`config.mk`:
```
export PLATFORM = sky130hd
export DESIGN_NAME = seg_scan_ctrl
export DESIGN_NICKNAME = d
export VERILOG_FILES = /design/src/rtl/seg_scan_ctrl.sv
export SDC_FILE = /design/constraint.sdc
export NUM_CORES = 1
export LEC_CHECK = 0
export CAP_MARGIN = 20
export CORE_MARGIN = 3
export CORE_UTILIZATION = 58
export DETAILED_ROUTE_END_ITERATION = 7
export PLACE_DENSITY = 0.77
export SLEW_MARGIN = 15
export SYNTH_ARGS = -nofsm -noshare
export SYNTH_HDL_FRONTEND = slang
export SYNTH_SLANG_ARGS = --single-unit
```
`constraint.sdc`:
```
create_clock -name clk -period 2.07 [get_ports clk]
set_clock_uncertainty 0.2 [all_clocks]
set_input_delay 0.414 -clock clk [delete_from_list [all_inputs] [get_ports clk]]
set_output_delay 0.414 -clock clk [all_outputs]
set_load 0.03 [all_outputs]
```
`src/rtl/seg_scan_ctrl.sv`:
```
// seg_scan_ctrl: time-multiplexed scan controller for a common-anode 7-segment
// display. A loaded binary value (saturated to 9999) is converted to BCD by a
// serial double-dabble engine and copied in one step into a shadow register.
// The scan side walks the digits at a fixed refresh rate and registers the
// anode enables and the shared BCD code for the external segment decoder.
//
// Handshake: load_i is a single-cycle strobe. It is accepted only on a cycle
// where busy_o is low at the sampling edge. busy_o rises on the edge after the
// accepted load, stays high for VALUE_W cycles, and falls on the edge that
// updates the shadow digits. A strobe that arrives while busy_o is high,
// including the cycle in which it falls, is dropped rather than queued.
module seg_scan_ctrl #(
   parameter int DIGITS      = 4,
   parameter int VALUE_W     = 14,
   parameter int REFRESH_DIV = 50000,
   parameter int BLANK_LZ    = 1
) (
   input  logic               clk,
   input  logic               rst_n,
   input  logic               load_i,
   input  logic [VALUE_W-1:0] value_i,
   input  logic               disp_en_i,
   output logic               busy_o,
   output logic [3:0]         digit_o,
   output logic [DIGITS-1:0]  an_o,
   output logic               dbg_state_o
);

   localparam int PW = (REFRESH_DIV > 2) ? $clog2(REFRESH_DIV) : 1;
   localparam int IW = (DIGITS > 1) ? $clog2(DIGITS) : 1;
   localparam int CW = $clog2(VALUE_W + 1);
   localparam int BW = 4 * DIGITS;

   localparam logic [PW-1:0]      PRESC_LAST = PW'(REFRESH_DIV - 1);
   localparam logic [IW-1:0]      IDX_LAST   = IW'(DIGITS - 1);
   localparam logic [CW-1:0]      CNT_LAST   = CW'(VALUE_W - 1);
   localparam logic [VALUE_W-1:0] MAX_VAL    = VALUE_W'(9999);

   localparam logic [0:0] ST_IDLE  = 1'b0;
   localparam logic [0:0] ST_SHIFT = 1'b1;

   // scan side
   logic [PW-1:0]     presc_q, presc_d;
   logic [IW-1:0]     idx_q, idx_d;
   logic [DIGITS-1:0] an_q, an_d;
   logic [3:0]        digit_q, digit_d;
   logic [DIGITS-1:0] blank;
   logic              nz_seen;
   logic [3:0]        cur_code;

   // conversion side
   logic [0:0]         state_q, state_d;
   logic [VALUE_W-1:0] v_q, v_d;
   logic [BW-1:0]      bcd_q, bcd_d;
   logic [BW-1:0]      bcd_adj;
   logic [CW-1:0]      cnt_q, cnt_d;
   logic [BW-1:0]      shadow_q, shadow_d;

   // Prescaler and digit index: free-running, untouched by loads
   always_comb begin
      presc_d = presc_q + 1'b1;
      idx_d   = idx_q;
      if (presc_q == PRESC_LAST) begin
         presc_d = '0;
         idx_d   = (idx_q == IDX_LAST) ? '0 : idx_q + 1'b1;
      end
   end

   // Leading-zero mask: a digit is dark when it and every digit above it are zero
   always_comb begin
      blank   = '0;
      nz_seen = 1'b0;
      if (BLANK_LZ != 0) begin
         for (int i = DIGITS - 1; i > 0; i--) begin
            nz_seen  = nz_seen | (shadow_q[4*i +: 4] != 4'd0);
            blank[i] = ~nz_seen;
         end
      end
   end

   // Next anode/code outputs from the current index and the shadow digits
   always_comb begin
      cur_code = shadow_q[{idx_q, 2'b00} +: 4];
      an_d     = '1;
      digit_d  = 4'hF;
      if (disp_en_i) begin
         an_d    = ~(DIGITS'(1) << idx_q);
         digit_d = blank[idx_q] ? 4'hF : cur_code;
      end
   end

   // Double-dabble FSM: one add-3/shift step per cycle, shadow written at the end
   always_comb begin
      state_d  = state_q;
      v_d      = v_q;
      bcd_d    = bcd_q;
      cnt_d    = cnt_q;
      shadow_d = shadow_q;
      bcd_adj  = bcd_q;
      case (state_q)
         ST_IDLE: begin
            if (load_i) begin
               v_d     = (value_i > MAX_VAL) ? MAX_VAL : value_i;
               bcd_d   = '0;
               cnt_d   = '0;
               state_d = ST_SHIFT;
            end
         end
         ST_SHIFT: begin
            for (int i = 0; i < DIGITS; i++) begin
               if (bcd_q[4*i +: 4] >= 4'd5) begin
                  bcd_adj[4*i +: 4] = bcd_q[4*i +: 4] + 4'd3;
               end
            end
            bcd_d = {bcd_adj[BW-2:0], v_q[VALUE_W-1]};
            v_d   = {v_q[VALUE_W-2:0], 1'b0};
            cnt_d = cnt_q + 1'b1;
            if (cnt_q == CNT_LAST) begin
               shadow_d = {bcd_adj[BW-2:0], v_q[VALUE_W-1]};
               state_d  = ST_IDLE;
            end
         end
         default: state_d = ST_IDLE;
      endcase
   end

   // State registers with synchronous active-low reset
   always_ff @(posedge clk) begin
      if (!rst_n) begin
         presc_q  <= '0;
         idx_q    <= '0;
         an_q     <= '1;
         digit_q  <= 4'hF;
         state_q  <= ST_IDLE;
         v_q      <= '0;
         bcd_q    <= '0;
         cnt_q    <= '0;
         shadow_q <= '0;
      end else begin
         presc_q  <= presc_d;
         idx_q    <= idx_d;
         an_q     <= an_d;
         digit_q  <= digit_d;
         state_q  <= state_d;
         v_q      <= v_d;
         bcd_q    <= bcd_d;
         cnt_q    <= cnt_d;
         shadow_q <= shadow_d;
      end
   end

   assign busy_o      = (state_q == ST_SHIFT);
   assign digit_o     = digit_q;
   assign an_o        = an_q;
   assign dbg_state_o = state_q;

endmodule

```
# Word level (Yosys, flattened, before mapping)
# Index checks and enable logic that the tools add are counted.
# word_totals
ff_bits	77
output_inout_bits	10
elab_cells	61
# classes
add_sub_neg	7
order_cmp	6
n_eq_ne	4
shifts	2
n_mux	17
bitwise	9
n_reduce_logical	7
# ops
operator	n
16-bit one-hot mux with 2 select lines	1
14-bit 2-to-1 mux	2
14-bit one-hot mux with 2 select lines	1
16-bit by 1-bit adder with 16-bit output (second input constant)	1
16-bit equality test (second input constant)	1
4-bit by 3-bit >= comparator with 1-bit output (second input constant)	4
16-bit 2-to-1 mux	1
4-bit 2-to-1 mux	4
16-bit by 5-bit variable part select with 4-bit output	1
14-bit greater-than comparator (second input constant)	1
4-bit by 2-bit adder with 4-bit output (second input constant)	3
4-bit nonzero test	3
4-bit one-hot mux with 2 select lines	1
1-bit inverter	6
4-bit by 1-bit adder with 4-bit output (second input constant)	1
4-bit equality test (second input constant)	1
4-bit inverter	1
2-bit AND reduction	2
1-bit by 2-bit << shifter with 4-bit output (first input constant)	1
3-bit by 2-bit adder with 3-bit output (second input constant)	1
2-bit by 3-bit less-than comparator with 1-bit output (second input constant)	1
1-bit 2-to-1 mux	3
3-bit 2-to-1 mux	1
3-bit OR reduction	1
8 further kinds	9

# Longest topological paths before layout
# Gate-level depths: netlist of run 1.
# depth
ltp_word	7
depth_mapped	7
mapped_depth_nobuf	6

# Least setup slack after synthesis of run 1
# OpenSTA, ideal clock, no wires.
# synth_path
path_kind	reg2reg
start	register state_q (netlist: busy_o)
end	register shadow_q[14]
arrival_ns	1.485
required_time_ns	1.739
path_slack_ns	0.254
stages_incl_launch_ff	6
path_buffers	3
cell_sequence	dfxtp_1 buf_2 and4_1 clkbuf_1 clkbuf_1 o22ai_1
# synth_via
elab_chain_cells	1
# synth_rtl
item	line_no	rtl
start, declared	52	logic [0:0] state_q, state_d;
start signal, assigned	144	state_q <= state_d;
2-bit AND reduction (no line)	--	
end signal, assigned	148	shadow_q <= shadow_d;
end, declared	57	logic [BW-1:0] shadow_q, shadow_d;
# No other way between the ends.
# A chain may end at the register's enable or synchronous reset.

# Worst setup path in the final report of run 1
# layout_path
start	register digit_q[3] (netlist: digit_o[3])
end	output digit_o[3]
# layout_rtl
item	line_no	rtl
start, declared	46	logic [3:0] digit_q, digit_d;
start signal, assigned	143	digit_q <= digit_d;
end, declared	24	output logic [3:0] digit_o,
# No word-level cell between the ends.

==> flow_metrics.env, run 1 <==
export IMPL_synth_ff_type="dfxtp_1"
export IMPL_cts_tree="done"
export IMPL_synth_top_area_cell="dfxtp_1"
export IMPL_rows=28
export IMPL_drt_vias_per_instance=5.859
export IMPL_yosys_warnings=0
export IMPL_synth_seq_cells=77
export IMPL_clkPwrFrac=0.381
export IMPL_final_layout_size_suffix_gt1_frac=0.1261
export IMPL_dieWidth_um=85.34
export IMPL_routed_wl_mm=7.643
export IMPL_crit_buf_inv=1
export IMPL_fin_crit_ps=1974
export IMPL_worst_r2r_setup_slack_ps=210
export IMPL_ys_types=48
export IMPL_gr_total_overflow=0
export IMPL_dp_slack_ps=-70.96
export IMPL_drt_first_pass_iters=5
export IMPL_clockBufferDepth=2
export IMPL_gp_congestion=0.7901
export IMPL_hold_violations=0
export IMPL_ff2ff_path_depth=6
export IMPL_cts_sinks=77
export IMPL_cts_root_buf="clkbuf_8"
export IMPL_worstMarginPinSlew_ps=458.1
export IMPL_critPathLaunchType="flip-flop"
export IMPL_n_antenna_cell=0
export IMPL_holdPathEnd="v_q[8]"
export IMPL_synth_edf_count=0
export IMPL_setup_slack_ps=95.84
export IMPL_layoutNonFillerInstCount=519
export IMPL_fin_area_mm2=0.004233
export IMPL_combPwrFrac=0.085
export IMPL_critPathMaxFanout=1
export IMPL_antenna_found_initial=0
export IMPL_report_final_slew_viol_count=0
export IMPL_cts_hold_buf=0
export IMPL_clkTransAtPathRegs_ps=90
export IMPL_syn_instance_count=410
export IMPL_fin_nets=472
export IMPL_drc=0
export IMPL_clk_latency_ps=360
export IMPL_final_util=0.7025
export IMPL_power_frac_seq=0.534
export IMPL_cpMaxStageDelayCell="clkdlybuf4s50_1"
export IMPL_placed_area_mm2=0.004048
export IMPL_cp_end_kind="primary output"
export IMPL_power_uw=2871
export IMPL_netSwitchingFraction=0.2724
export IMPL_syn_area_mm2=0.003651
export IMPL_die_area_mm2=0.007283
export IMPL_synth_area_top_cells="dfxtp_1, ha_1, a21oi_1, nor2_1, nand2_1"
export IMPL_critPathKind="flip-flop to primary output"
export IMPL_post_cts_resized=0
export IMPL_antenna_left=0
export IMPL_cp_depth=1
export IMPL_yosysMostFrequentCell="dfxtp_1"
export IMPL_fmaxAchievable_mhz=506.5
export IMPL_grt_pass1_vias=2802
export IMPL_drt_iter0_markers=204
export IMPL_peakVddDrop_v=0.0005214
export IMPL_grt_max_degree=48
export IMPL_p_leak_uw=0.001441
export IMPL_fin_crit_sh=0.9537
export IMPL_grt_pass1_wl_mm=13.06
export IMPL_crit_required_ps=1460
export IMPL_io_pins=28
export IMPL_worstPathCellList="clkdlybuf4s50_1"
export IMPL_power_density_mw_per_mm2=678.2
export IMPL_crit_family="buffers and inverters"
export IMPL_max_slew_margin=0.6942
export IMPL_syn2layout_area_growth_pct=15.94
export IMPL_post_cts_setup_buffers=0
export IMPL_hold_start="v_q[7]"
export IMPL_crit_path_max_incr_delay_ps=670
export IMPL_netlist_top_cells_count="dfxtp_1, a21oi_1, nor2_1, nand2_1, inv_1"
export IMPL_switching_power_uw=781.9
export IMPL_hold_depth=2
export IMPL_grt_usage=0.2219
export IMPL_cap_violations=0
export IMPL_syn_nets=443
export IMPL_portBuffers=27
export IMPL_syn_avg_cell_area_um2=8.905
export IMPL_timing_rr_start="bcd_q[4]"
export IMPL_avgRoutedWirePerCell_um=14.73
export IMPL_setup_viol=0
export IMPL_dpl_hpwl_mm=5.355
export IMPL_numCtsBuffers=9
export IMPL_yosysSeqAreaShare=0.4222
export IMPL_cts_max_level=3
export IMPL_run_status="complete, no violations"
export IMPL_placed_cells=503
export IMPL_synth_top_area_share=0.4222
export IMPL_hp_class="flip-flop to flip-flop"
export IMPL_crit_arrival_ps=1360
export IMPL_start_util=0.6059
export IMPL_async_flop_share=0
export IMPL_core_mm2=0.006026
export IMPL_die_h_um=85.34
export IMPL_rsz0062_at_grt="no"
export IMPL_r2r_end="shadow_q[6]"
export IMPL_internal_power_uw=2089
export IMPL_num_vias=3041
## per-layer routing
metal	track usage	up-vias	wire (µm)
li1	-	1523	-
met5	0	-	0
met3	0.05534	15	418
met1	0.3032	1416	3570
met4	0.07626	0	110
met2	0.3425	87	3543
## through the flow
step / setup TNS, ps / hold WS, ps
2_1_floorplan: 0 / 227.0
3_3_place_gp: 0 / 236.4
3_5_place_dp: -311.8 / 243.1
4_1_cts: 0 / 254.9
5_1_grt: 0 / 281.2
6_report: 0 / 253.1
## area by class of cell
class / count / area (µm²)
Tap cell: 75 / 93.84
Clock buffer: 9 / 123.9
Sequential cell: 77 / 1543
Clock inverter: 7 / 61.31
Inverter: 19 / 71.32
Multi-Input combinational cell: 290 / 1937
Timing Repair Buffer: 42 / 402.9
Fill cell: 473 / 1793
## cells in the final DEF, fill, tap and decap left out, types with 12 or more instances in the layout
master           count
buf_4               15
o21ai_0             16
xnor2_1             12
clkdlybuf4s50_1     25
o32ai_1             12
nor2_1              33
dfxtp_1             76
a21oi_1             36
inv_1               19
nor3b_1             14
ha_1                15
nand3_1             12
nand2_1             28
## cell families after synthesis
family          Yosys count  share of synthesized area
compound gates           92                     0.1570
xor+xnor                 17                    0.04078
fa+ha+maj                15                    0.05141
buf+inv                  43                    0.04729
flops                    77                     0.4222
mux                      12                    0.04798
simple gates            154                     0.2334
## sequential cells by signal, summed over array words and instances (netlist names), 2 cells and up
name      cells
cnt_q         4
bcd_q        16
idx_q         2
shadow_q     16
v_q          14
an_o          4
digit_o       4
presc_q      16
## worst max path at each step
stage / startpoint / to / slack (ps)
after floorplan: busy_o / shadow_q[14] / 250
after global placement: value_i[6] / v_q[0] / 30
after detailed placement: value_i[6] / v_q[5] / -70
after CTS: digit_o[3] / digit_o[3] / 60
after global routing: presc_q[0] / idx_q[0] / 10
final: digit_o[3] / digit_o[3] / 100
## power groups by stage
stage / clock [µW] / sequential, µW / combinational, µW
after detailed placement: 0 / 1570 / 244
final: 1090 / 1530 / 245
after floorplan: 0 / 1570 / 129
after global placement: 0 / 1570 / 239
after CTS: 1110 / 1530 / 245
after global routing: 1190 / 1540 / 268
Power figures use the tool's default switching activity.
==> run 2: changes to the inputs <==
Settings changed: GPL_TIMING_DRIVEN set to 0.
==> flow_metrics.env, run 2 (same netlist as run 1, synthesis figures left out) <==
export IMPL_clkTransAtPathRegs_ps=80
export IMPL_n_antenna_cell=0
export IMPL_top_regs="bcd_q x16, presc_q x16, shadow_q x16"
export IMPL_internal_power_uw=2121
export IMPL_numCtsBuffers=9
export IMPL_drc=0
export IMPL_cts_sinks=77
export IMPL_route_met3_wl_um=467
export IMPL_routed_wl_mm=8.417
export IMPL_clk_latency_ps=360
export IMPL_report_final_slew_viol_count=0
export IMPL_dpl_hpwl_mm=6.104
export IMPL_wl_met1_mm=4.200
export IMPL_grt_pass1_wl_mm=14.10
export IMPL_core_mm2=0.006026
export IMPL_final_layout_size_suffix_gt1_frac=0.1126
export IMPL_avgRoutedWirePerCell_um=15.94
export IMPL_dieWidth_um=85.34
export IMPL_power_uw=2867
export IMPL_drt_first_pass_iters=5
export IMPL_peakVddDrop_v=0.0004481
export IMPL_crit_buf_inv=1
export IMPL_cpMaxStageDelayCell="clkdlybuf4s50_1"
export IMPL_hold_violations=0
export IMPL_fin_crit_sh=0.9436
export IMPL_die_h_um=85.34
export IMPL_critPathMaxFanout=1
export IMPL_antenna_left=0
export IMPL_gr_total_overflow=0
export IMPL_max_slew_margin=0.6157
export IMPL_clkPwrFrac=0.383
export IMPL_worstPathCellList="clkdlybuf4s50_1"
export IMPL_fin_nets=481
export IMPL_drt_iter0_markers=224
export IMPL_grt_usage=0.2429
export IMPL_cts_tree="done"
export IMPL_gp_congestion=0.8230
export IMPL_power_frac_seq=0.534
export IMPL_power_density_mw_per_mm2=679.6
export IMPL_netSwitchingFraction=0.2602
export IMPL_drt_vias_per_instance=5.945
export IMPL_cts_root_buf="clkbuf_8"
export IMPL_mostFrequentLayoutCells="dfxtp_1, a21oi_1, nor2_1"
export IMPL_rows=28
export IMPL_num_vias=3139
export IMPL_setup_viol=0
export IMPL_portBuffers=26
export IMPL_crit_family="buffers and inverters"
export IMPL_die_area_mm2=0.007283
export IMPL_cts_hold_buf=0
export IMPL_crit_required_ps=1460
export IMPL_cap_violations=0
export IMPL_antenna_found_initial=0
export IMPL_highest_layer="met4"
export IMPL_clockBufferDepth=2
export IMPL_run_status="complete, no violations"
export IMPL_cts_max_level=3
export IMPL_grt_max_degree=15
export IMPL_switching_power_uw=745.9
export IMPL_grt_pass1_vias=2975
export IMPL_io_pins=28
export IMPL_p_leak_uw=0.001434
export IMPL_crit_path_max_incr_delay_ps=660
export IMPL_cp_end_kind="primary output"
export IMPL_start_util=0.6059
export IMPL_final_common_cell="dfxtp_1"
export IMPL_critPathKind="flip-flop to primary output"
export IMPL_wl_met2_mm=3.565
export IMPL_hp_class="flip-flop to flip-flop"
export IMPL_syn2layout_area_growth_pct=15.56
export IMPL_timing_hold_ws_ps=258.8
export IMPL_combPwrFrac=0.083
export IMPL_critPathLaunchType="flip-flop"
export IMPL_crit_arrival_ps=1340
export IMPL_fmaxAchievable_mhz=512.0
export IMPL_fin_crit_ps=1953
export IMPL_worstMarginPinSlew_ps=576.5
-- run 2: changes by cell type in the layout (fill, tap and decap cells not counted), moves of 2 or more --
cell,change
buf_4,-11
clkbuf_1,+11
clkbuf_2,+5
inv_6,-4
buf_2,+3
buf_1,+2
buf_12,-2
clkbuf_8,+2
clkinvlp_4,+2
-- run 2: final cells by class --
class,count,area [µm²]
plain buffers,23,103.9
clock buffers,11,151.4
clock inverters,5,41.29
fillers,504,1807
inverters,19,71.32
multi-input cells,290,1939
flip-flops and latches,77,1541
well taps,75,93.84
repair buffers,28,276.5
-- run 2: what timing repair did --
action / in CTS / in global routing
setup buffers: 0 / 2
hold endpoints to repair: 0 / 0
setup endpoints to repair: 1 / 49
gates resized for setup: 1 / 11
-- run 2: path summary, 6_finish.rpt --
| path | start | endpoint | slack (ps) | cells past startpoint |
|---|---|---|---|---|
| max | digit_o[0] | digit_o[0] | 120 | 1 |
| min | v_q[7] | v_q[8] | 260 | 2 |
| max reg2reg | presc_q[0] | presc_q[9] | 120 | 6 |
| min reg2reg | v_q[7] | v_q[8] | 260 | 2 |
-- run 2: metrics by stage --
stage	worst slack [ps]	cells	TNS (ps)	instance area, µm²	util
after global placement	-320.5	511	-6081	4005	0.6647
final	116.7	528	0	4219	0.7002
after CTS	3.335	527	0	4197	0.6964
after floorplan	254.1	410	0	3651	-
after global routing	-6.093	528	-7.584	4219	0.7002
after detailed placement	-331.4	511	-5836	4005	0.6647
-- run 2: power groups by stage --
| stage | Clock [µW] | Sequential (µW) | Combinational, µW |
|---|---|---|---|
| 6_report | 1100 | 1530 | 237 |
| 3_5_place_dp | 0 | 1570 | 233 |
| 3_3_place_gp | 0 | 1560 | 232 |
| 4_1_cts | 1120 | 1530 | 234 |
| 5_1_grt | 1170 | 1540 | 262 |
| 2_1_floorplan | 0 | 1570 | 129 |
-- run 2: per-layer routing --
| layer | vias to the layer above | GRT usage |
|---|---|---|
| met4 | 0 | 0.1079 |
| met1 | 1463 | 0.3524 |
| met5 | - | 0 |
| met2 | 113 | 0.3517 |
| met3 | 23 | 0.04369 |
| li1 | 1540 | - |
